==> src/rtl/dnn_result_argmax.sv <==
// rtl/dnn_result_argmax.sv - captures a class-score vector and finds its argmax with one compare per cycle
// Optional best-minus-second margin output is enabled with DNN_ARGMAX_MARGIN_EN.
module dnn_result_argmax #(
  parameter int DATA_WIDTH  = 14,
  parameter int NUM_CLASSES = 10,
  parameter int IDX_WIDTH   = $clog2(NUM_CLASSES)
) (
  input  logic                              clk_i,
  input  logic                              rst_i,
  input  logic                              clear_i,
  input  logic                              scores_valid_i,
  input  logic [NUM_CLASSES*DATA_WIDTH-1:0] scores_in_i,
  output logic                              busy_o,
  output logic                              done_o,
  output logic [IDX_WIDTH-1:0]              pred_idx_o,
  output logic signed [DATA_WIDTH-1:0]      pred_score_o,
  input  logic [IDX_WIDTH-1:0]              out_idx_i,
  output logic signed [DATA_WIDTH-1:0]      out_o
`ifdef DNN_ARGMAX_MARGIN_EN
  ,
  output logic [DATA_WIDTH:0]               margin_o
`endif
);

  typedef enum logic [1:0] {IDLE, SCAN, DONE} state_t;

  localparam logic [IDX_WIDTH-1:0] LAST_IDX = IDX_WIDTH'(NUM_CLASSES - 1);

  state_t                       state_q;
  logic signed [DATA_WIDTH-1:0] bank_q [NUM_CLASSES];
  logic [IDX_WIDTH-1:0]         cnt_q;
  logic [IDX_WIDTH-1:0]         cnt_d;
  logic [IDX_WIDTH-1:0]         best_idx_q;
  logic signed [DATA_WIDTH-1:0] best_q;
  logic signed [DATA_WIDTH-1:0] out_q;
  logic                         busy_q;
  logic                         done_q;

  logic signed [DATA_WIDTH-1:0] cand;
  logic signed [DATA_WIDTH-1:0] rd_d;
  logic                         cand_gt_best;
  logic                         capture;

  // A new vector is only accepted outside SCAN so an in-flight scan is never disturbed.
  always_comb begin
    cand         = bank_q[cnt_q];
    cnt_d        = cnt_q + IDX_WIDTH'(1);
    cand_gt_best = cand > best_q;
    capture      = scores_valid_i && (state_q != SCAN);
    rd_d         = (int'(out_idx_i) < NUM_CLASSES) ? bank_q[out_idx_i] : bank_q[0];
  end

  always_ff @(posedge clk_i or posedge rst_i) begin
    if (rst_i) begin
      state_q    <= IDLE;
      cnt_q      <= '0;
      best_idx_q <= '0;
      best_q     <= '0;
      out_q      <= '0;
      busy_q     <= 1'b0;
      done_q     <= 1'b0;
      for (int i = 0; i < NUM_CLASSES; i++) bank_q[i] <= '0;
    end else if (clear_i) begin
      state_q    <= IDLE;
      cnt_q      <= '0;
      best_idx_q <= '0;
      best_q     <= '0;
      out_q      <= '0;
      busy_q     <= 1'b0;
      done_q     <= 1'b0;
      for (int i = 0; i < NUM_CLASSES; i++) bank_q[i] <= '0;
    end else begin
      out_q <= rd_d;
      if (capture) begin
        for (int i = 0; i < NUM_CLASSES; i++) bank_q[i] <= scores_in_i[i*DATA_WIDTH +: DATA_WIDTH];
      end
      case (state_q)
        IDLE, DONE: begin
          if (capture) begin
            state_q    <= SCAN;
            best_q     <= scores_in_i[DATA_WIDTH-1:0];
            best_idx_q <= '0;
            cnt_q      <= IDX_WIDTH'(1);
            busy_q     <= 1'b1;
            done_q     <= 1'b0;
          end
        end
        SCAN: begin
          // Strictly-greater replacement keeps the lowest index on ties.
          if (cand_gt_best) begin
            best_q     <= cand;
            best_idx_q <= cnt_q;
          end
          cnt_q <= cnt_d;
          if (cnt_q == LAST_IDX) begin
            state_q <= DONE;
            busy_q  <= 1'b0;
            done_q  <= 1'b1;
          end
        end
        default: state_q <= IDLE;
      endcase
    end
  end

`ifdef DNN_ARGMAX_MARGIN_EN
  localparam logic signed [DATA_WIDTH-1:0] MIN_SCORE = {1'b1, {(DATA_WIDTH-1){1'b0}}};

  logic signed [DATA_WIDTH-1:0] second_q;
  logic                         cand_gt_second;

  always_comb cand_gt_second = cand > second_q;

  // Seeding with the most negative value lets any real score take the second slot.
  always_ff @(posedge clk_i or posedge rst_i) begin
    if (rst_i) begin
      second_q <= '0;
    end else if (clear_i) begin
      second_q <= '0;
    end else if (state_q != SCAN) begin
      if (capture) second_q <= MIN_SCORE;
    end else if (cand_gt_best) begin
      second_q <= best_q;
    end else if (cand_gt_second) begin
      second_q <= cand;
    end
  end

  assign margin_o = {best_q[DATA_WIDTH-1], best_q} - {second_q[DATA_WIDTH-1], second_q};
`endif

  assign busy_o       = busy_q;
  assign done_o       = done_q;
  assign pred_idx_o   = best_idx_q;
  assign pred_score_o = best_q;
  assign out_o        = out_q;

endmodule

==> config.mk <==
export PLATFORM = sky130hd
export DESIGN_NAME = dnn_result_argmax
export DESIGN_NICKNAME = d
export VERILOG_FILES = /design/src/rtl/dnn_result_argmax.sv
export SDC_FILE = /design/constraint.sdc
export NUM_CORES = 1
export LEC_CHECK = 0
export CORE_MARGIN = 4
export CORE_UTILIZATION = 35
export DETAILED_ROUTE_END_ITERATION = 8
export PLACE_DENSITY_LB_ADDON = 0.05
export SETUP_SLACK_MARGIN = 0.2
export SYNTH_ARGS = -nofsm -noshare
export SYNTH_HDL_FRONTEND = slang
export SYNTH_SLANG_ARGS = --single-unit
export TNS_END_PERCENT = 5
==> constraint.sdc <==
create_clock -name clk_i -period 8.8 [get_ports clk_i]
set_clock_uncertainty 0.2 [all_clocks]
set_input_delay 0.88 -clock clk_i [delete_from_list [all_inputs] [get_ports clk_i]]
set_output_delay 0.88 -clock clk_i [all_outputs]
set_load 0.01 [all_outputs]
==> results of run 1 <==
-- placed cells by master, fill, tap and decap left out, types with 2 or more instances in the layout --
cell,n
sky130_fd_sc_hd__clkbuf_16,17
sky130_fd_sc_hd__clkbuf_1,2
sky130_fd_sc_hd__clkinvlp_4,5
sky130_fd_sc_hd__nand3_1,2
sky130_fd_sc_hd__nor2_1,35
sky130_fd_sc_hd__clkdlybuf4s50_1,180
sky130_fd_sc_hd__xor2_1,2
sky130_fd_sc_hd__dfrtp_1,178
sky130_fd_sc_hd__mux2i_1,54
sky130_fd_sc_hd__a21oi_1,12
sky130_fd_sc_hd__o21ai_0,26
sky130_fd_sc_hd__nor2b_1,5
sky130_fd_sc_hd__mux2_4,5
sky130_fd_sc_hd__inv_1,18
sky130_fd_sc_hd__nand4_1,2
sky130_fd_sc_hd__a211oi_1,3
sky130_fd_sc_hd__nand2b_1,2
sky130_fd_sc_hd__inv_8,3
sky130_fd_sc_hd__a22oi_1,13
sky130_fd_sc_hd__mux2_2,35
sky130_fd_sc_hd__and3_1,2
sky130_fd_sc_hd__nand2_1,36
sky130_fd_sc_hd__a221oi_1,26
sky130_fd_sc_hd__mux4_2,30
sky130_fd_sc_hd__buf_4,12
sky130_fd_sc_hd__ha_1,16
sky130_fd_sc_hd__o21bai_1,2
sky130_fd_sc_hd__o21ai_1,6
sky130_fd_sc_hd__nor3_1,15
sky130_fd_sc_hd__o221ai_1,13
sky130_fd_sc_hd__dfrtp_2,2
sky130_fd_sc_hd__a22o_1,144
sky130_fd_sc_hd__inv_6,3
-- where the power goes --
part / switching, uW / internal (uW)
combinational: 259 / 258
sequential: 76.4 / 896
clock: 363 / 372
total: 699 / 1530
-- worst register-to-register path: stages (launching register included) --
cell and delay [ps]:
sky130_fd_sc_hd__dfrtp_2 640, sky130_fd_sc_hd__buf_4 450, sky130_fd_sc_hd__and2_0 620, sky130_fd_sc_hd__a221oi_1 200
sky130_fd_sc_hd__o21ai_0 230, sky130_fd_sc_hd__o21ai_0 180, sky130_fd_sc_hd__ha_1 340, sky130_fd_sc_hd__nand4_2 140
sky130_fd_sc_hd__o41ai_1 400, sky130_fd_sc_hd__a21oi_1 180, sky130_fd_sc_hd__o22ai_4 550, sky130_fd_sc_hd__mux2_2 420
-- cell families after synthesis --
kind of cell,count (synthesis),synth area share (%)
simple gates,108,5.225
buf+inv,92,4.505
fa+ha+maj,16,2.132
flops,180,47.98
mux,124,17.95
compound gates,256,21.92
xor+xnor,3,0.2799
-- layer usage --
layer	GRT usage [%]	wire (um)
met3	4.872	2193
met2	33.35	15040
met5	0	15
met4	8.066	1131
met1	33.86	15510
-- state kept, by name (all words and copies together) (netlist names) --
signal and cells:
pred_idx_o 4, state_q 2, cnt_q 4, out_o 14
done_o 1, pred_score_o 14, bank_q 140, busy_o 1
-- final cells by class --
cell class / count / share of cell area, %
Clock inverter: 13 / 0.9967
Tap cell: 335 / 3.515
Sequential cell: 180 / 37.79
Clock buffer: 19 / 3.630
Timing Repair Buffer: 193 / 15.91
Inverter: 19 / 0.6400
Multi-Input combinational cell: 507 / 37.52
-- stage by stage --
stage	std cells	worst slack, ps
after detailed placement	1234	4215
final	1266	4129
after global routing	1266	3803
after floorplan	779	2833
after global placement	1234	4377
after CTS	1266	4188
-- final timing paths --
| check | from | depth (start not counted) | slack, ps | end |
|---|---|---|---|---|
| min reg2reg | done_o | 2 | 310 | done_o |
| min in group asynchronous | rst_i | 2 | 760 | bank_q[76] |
| max in group asynchronous | rst_i | 4 | 5730 | bank_q[5] |
| max | cnt_q[0] | 11 | 4130 | pred_score_o[9] |
| max reg2reg | cnt_q[0] | 11 | 4130 | pred_score_o[9] |
| min | done_o | 2 | 310 | done_o |
==> out/metrics.sh, run 1 <==
WORST_PATH_MAX_DELAY_CELL='sky130_fd_sc_hd__dfrtp_2'
CRITPATHCAPTURETYPE='flip-flop'
CELLPOWERDENSITY_nW_PER_UM2=186.5
VIA_COUNT_OF_THE_FIRST_GLOBAL_ROUTING_PASS=7654
RSZ0062_AT_GRT='no'
VIA_COUNT_OF_THE_ROUTED_DESIGN=7460
VIAS_PER_CELL=5.893
SYN_TO_FINAL_GROWTH_PCT=27.03
POST-SYNTH-TOP-AREA-CELL='sky130_fd_sc_hd__dfrtp_1'
NUMCLOCKSINKS=180
FINALSETUPTNS_PS=0
DRTITER0DRC=659
INITIAL_ANTENNA_VIOLATION_COUNT=2
TIMING.FMAX_MHz=214.1
DIE_W_UM=171.8
PATH_TYPE_OF_THE_WORST_MIN_DELAY_PATH='flip-flop to flip-flop'
DRCVIOLATIONCOUNT=0
MOST_NUMEROUS_CELL_ON_THE_CRITICAL_PATH='sky130_fd_sc_hd__o21ai_0'
POSTSYNTHNETCOUNT=943
TIMING_WORST_SETUP_PATH_TYPE='flip-flop to flip-flop'
POSTSYNTH.ASYNCRESETSHARE_PCT=100.0
CPLARGESTDELAYFAMILY='compound AO/OA/AOI/OAI gates'
PORT-BUFFER-COUNT=181
SYNTHESIS.INSTANCES=779
INSERTEDDIODECOUNT=0
FINALCRITPERIODSHARE_PCT=53.08
NUMBER_OF_NETS_IN_THE_LAYOUT=1082
WORSTPATHMAXFANOUT=21
FINAL_UTIL_PCT=45.50
FINAL-SEQ-AREA_UM2=4507
CLOCK_LATENCY_PS=430
TIGHTEST_SLEW_PS=1295
GLOBALROUTE.TOTALOVERFLOW=0
GLOBALPLACE.CONGESTION=0.9372
IO_PINS=182
SYNTHFLOPTYPE='sky130_fd_sc_hd__dfrtp_1'
FINAL_HOLD_VIOLATING_ENDPOINTS=0
PLACED_AREA_UM2=11370
MAIN_AREA_CONTRIBUTORS_AFTER_SYNTHESIS='sky130_fd_sc_hd__dfrtp_1 (48%), sky130_fd_sc_hd__a22o_1 (13%), sky130_fd_sc_hd__mux4_2 (7.2%)'
DETAIL_ROUTE.WIRELENGTH_MM=33.89
CTSROOTBUFFERMASTER='sky130_fd_sc_hd__clkbuf_16'
GRT_MAX_DEGREE=120
TIMING.CRITICAL_PATH.CELLS='buf_4 > and2_0 > a221oi_1 > o21ai_0 > o21ai_0 > ha_1 > nand4_2 > o41ai_1 > a21oi_1 > o22ai_4 > mux2_2'
SLEW_HEADROOM_PCT=13.70
TRITONCTS.NUM_BUFFERS=17
MAXIMUM_CELL_STAGE_DELAY_ALONG_THE_CRITICAL_PATH_PS=640
CORE-AREA_UM2=26210
HOLD-WORST-SLACK_PS=314.3
FINAL.MIN_CLOCK_PERIOD_PS=4671
FINAL_DESIGN_AREA_NO_FILL_UM2=11930
MAXIMUM_CAPACITANCE_VIOLATIONS=0
TIMING.FINAL.SETUP_VIOLATIONS=0
YOSYS.CELL_COUNT.TOP_TYPE='sky130_fd_sc_hd__dfrtp_1'
CLOCK_PATH_BUFFERS=2
PLACEMENT_ROWS=59
DIE_OUTLINE_AREA_UM2=29510
SYNTH_TOP_CELL_AREA_SHARE_PCT=47.98
DATA_REQUIRED_TIME_OF_THE_CRITICAL_PATH_PS=8900
CRIT_BUF_INV=1
CLOCK_TREE_FROM_TRITONCTS='done'
POST_CTS_HOLD_BUFFER_COUNT=0
CTSHTREEMAXLEVEL=4
FINAL_LAYOUT_SIZE_SUFFIX_GT1_SHARE_PCT=13.21
CTSRESIZECOUNT=0
MAPPED_CELL_AREA_UM2=9388
AVERAGE_SIZE_OF_A_MAPPED_CELL_UM2=12.05
DRTANTENNAVIOLNETS=0
SYNTH-EDFF-COUNT=0
STATUS='finished, final reports clean'
CELLLEAKAGEPOWER_uW=0.005039
YOSYS_WARNINGS=0
DRT-PASS1-ITER-COUNT=6
PATH_CLK_SLEW_PS=70
COUNT_OF_DIFFERENT_CELL_MASTERS_AFTER_SYNTHESIS=51
GLOBALROUTETOTALUTIL_PCT=22.91
CP_DATA_ARRIVAL_TIME_PS=4780
SYNTH.TOP_CELLS.BY_COUNT='sky130_fd_sc_hd__dfrtp_1 (180), sky130_fd_sc_hd__a22o_1 (144), sky130_fd_sc_hd__mux2i_1 (54), sky130_fd_sc_hd__nand2_1 (36)'
TOTALPOWERFINAL_uW=2224
SEQ_AREA_FRAC_SYNTH_PCT=47.98
STARTPOINT_TYPE='flip-flop'
MULTI_INPUT_AREA_UM2=4474
DR_WL_CELL_UM=26.77
START_UTIL_PCT=35.82
IRDROPWORSTVDD_mV=0.1100
GRT_PASS1_WL_MM=50.05
YS_FF_LATCH=180
DIEHEIGHT_UM=171.8
DRV_SLEW=0
FILLCELLCOUNT=2372
POST-CTS-SETUP-BUFFERS=0
DPL.HPWL_MM=25.10
Power figures use the tool's default switching activity.
==> run 2: changes to the inputs <==
Clock period 8.8 ns to 3.74 ns, I/O delays scaled along.
==> out/metrics.sh, run 2 (synthesized netlist as in run 1, its figures left out) <==
INITIAL_ANTENNA_VIOLATION_COUNT=0
STATUS='finished, final reports clean'
PATH_CLK_SLEW_PS=70
COMBINATIONALPOWERSHARE_PCT=24.1
MAXIMUM_CELL_STAGE_DELAY_ALONG_THE_CRITICAL_PATH_PS=440
POWER.SHARE.SWITCHING_PCT=29.23
LAYER_WITH_THE_HIGHEST_USAGE='met2'
CTSROOTBUFFERMASTER='sky130_fd_sc_hd__clkbuf_16'
POWER_REPORT.INTERNAL_TOTAL_uW=4020
DIE_W_UM=171.8
TIGHTEST_SLEW_PS=1040
DRT-PASS1-ITER-COUNT=5
IO_PINS=182
GLOBALROUTETOTALUTIL_PCT=22.95
TIMING.FINAL.SETUP_VIOLATIONS=0
START_UTIL_PCT=35.82
DIE_OUTLINE_AREA_UM2=29510
GLOBALPLACE.CONGESTION=0.9451
CLOCK_TREE_FROM_TRITONCTS='done'
PLACEMENT_ROWS=59
WORSTPATHMAXFANOUT=9
NUMBER_OF_NETS_IN_THE_LAYOUT=1132
DIEHEIGHT_UM=171.8
CRITPATHCAPTURETYPE='flip-flop'
DRTITER0DRC=642
INSERTEDDIODECOUNT=0
DRV_SLEW=0
PATH_TYPE_OF_THE_WORST_MIN_DELAY_PATH='input port to asynchronous set/reset pin'
REGISTERS.TOP_BY_FF_COUNT='bank_q'
DRCVIOLATIONCOUNT=0
TOTALPOWERFINAL_uW=5681
FINAL.MIN_CLOCK_PERIOD_PS=3513
LAYOUT.CELLS.MOST_COMMON_LIST='sky130_fd_sc_hd__clkdlybuf4s50_1 (180), sky130_fd_sc_hd__dfrtp_1 (177), sky130_fd_sc_hd__a22o_1 (144)'
FINALSETUPTNS_PS=0
CRIT_BUF_INV=5
SLEW_HEADROOM_PCT=29.90
PORT-BUFFER-COUNT=181
CLOCK_LATENCY_PS=440
MAXIMUM_CAPACITANCE_VIOLATIONS=0
VIA_COUNT_OF_THE_ROUTED_DESIGN=7699
STARTPOINT_TYPE='flip-flop'
FILLCELLCOUNT=2332
CTSHTREEMAXLEVEL=4
SEQ_POWER_SHARE_PCT=40.3
NETSWITCHINGPOWER_uW=1661
TIMING.CRITICAL_PATH.CELLS='buf_12 > buf_4 > buf_4 > mux2i_1 > a221oi_2 > o21ai_2 > o21ai_0 > ha_1 > a21oi_1 > nor2_1 > o31a_1 > o22ai_4 > buf_12 > buf_12 > mux2_4'
VIAS_PER_CELL=5.859
CELLLEAKAGEPOWER_uW=0.005430
WORST_PATH_MAX_DELAY_CELL='sky130_fd_sc_hd__dfrtp_2'
IRDROPWORSTVDD_mV=0.3049
NUMBER_OF_FLIP_FLOPS_IN_THE_LARGEST_REGISTER=140
VIA_COUNT_OF_THE_FIRST_GLOBAL_ROUTING_PASS=7765
GRT_MET1_USE_PCT=34.02
DATA_REQUIRED_TIME_OF_THE_CRITICAL_PATH_PS=3860
GLOBALROUTE.TOTALOVERFLOW=0
GRT_USE_MET3_PCT=4.872
MOST_NUMEROUS_CELL_ON_THE_CRITICAL_PATH='sky130_fd_sc_hd__buf_12'
CPLARGESTDELAYFAMILY='compound AO/OA/AOI/OAI gates'
CORE-AREA_UM2=26210
DRTANTENNAVIOLNETS=0
GRT_PASS1_WL_MM=50.48
TRITONCTS.NUM_BUFFERS=17
GLOBAL_ROUTE.USAGE.MET2_PCT=34.29
GRT_MAX_DEGREE=127
CELLPOWERDENSITY_nW_PER_UM2=446.9
FINAL_HOLD_VIOLATING_ENDPOINTS=0
CP_DATA_ARRIVAL_TIME_PS=3640
DETAIL_ROUTE.WIRELENGTH_MM=34.55
CLOCK_PATH_BUFFERS=2
SYN_TO_FINAL_GROWTH_PCT=35.40
TIMING_WORST_SETUP_PATH_TYPE='flip-flop to flip-flop'
DR_WL_CELL_UM=26.30
DPL.HPWL_MM=25.44
FINALCRITPERIODSHARE_PCT=93.93
NUMCLOCKSINKS=180
RSZ0062_AT_GRT='yes'
TIMING.FMAX_MHz=284.6
PWR-SHARE-CLK_PCT=35.6
LAYOUT.CELLS.MOST_COMMON='sky130_fd_sc_hd__clkdlybuf4s50_1'
FINAL_LAYOUT_SIZE_SUFFIX_GT1_SHARE_PCT=20.12
-- run 2: cell count changes in the layout (fill, tap and decap cells not counted), sizes merged --
cell      delta
buf         +48
bufinv       +5
clkinvlp     -3
inv          -2
-- run 2: worst paths after layout --
path,start,endpoint,slack [ps],depth (start not counted)
max reg2reg,cnt_q[2],pred_score_o[4],230,15
max in group asynchronous,rst_i,bank_q[35],2210,3
min in group clk_i,pred_idx_o[0],pred_idx_o[0],330,1
max,cnt_q[2],pred_score_o[4],230,15
min reg2reg,pred_idx_o[0],pred_idx_o[0],330,1
min,rst_i,bank_q[117],220,3
-- run 2: through the flow --
step	setup WS (ps)	area (um2)	hold WS, ps	utilization [%]	std cells
6_report	226.8	12710	216.9	48.50	1314
2_1_floorplan	213.5	9392	276.9	-	779
3_5_place_dp	54.23	11670	306.2	44.55	1261
3_3_place_gp	122.8	11670	304.2	44.55	1261
5_1_grt	125.2	12710	278.4	48.50	1314
4_1_cts	201.1	12340	275.0	47.10	1291
-- run 2: power groups by stage --
stage,clock (uW),combinational (uW),sequential [uW]
after floorplan,0,730,2260
after global placement,0,1250,2320
after detailed placement,0,1260,2330
after CTS,2060,1280,2290
after global routing,2140,1470,2310
final,2020,1370,2290
-- run 2: timing repair --
| item | CTS | global route |
|---|---|---|
| hold buffers | 0 | 0 |
| pin swaps | 0 | 13 |
| setup buffers | 0 | 21 |
| resized for setup | 7 | 38 |
| endpoints found under the setup margin | 13 | 15 |
| cloned | 0 | 2 |
-- run 2: layer usage --
layer	vias up	part of all wire, %
li1	3415	-
met1	3969	46
met2	284	46
met3	31	6.2
met4	0	2.0
met5	-	0
-- run 2: cell type report --
type	instances	area (um2)	share of cell area [%]
Clock inverter	13	222.7	1.752
Multi-Input combinational cell	507	4609	36.26
Tap cell	335	419.2	3.298
Inverter	19	75.07	0.5906
Sequential cell	180	4508	35.47
Timing Repair Buffer	243	2451	19.28
Clock buffer	17	425.4	3.347
-- run 2: tightest hold or removal path: stages --
cell	delay, ps
sky130_fd_sc_hd__clkdlybuf4s50_1	440
sky130_fd_sc_hd__clkinvlp_4	110
sky130_fd_sc_hd__buf_12	380
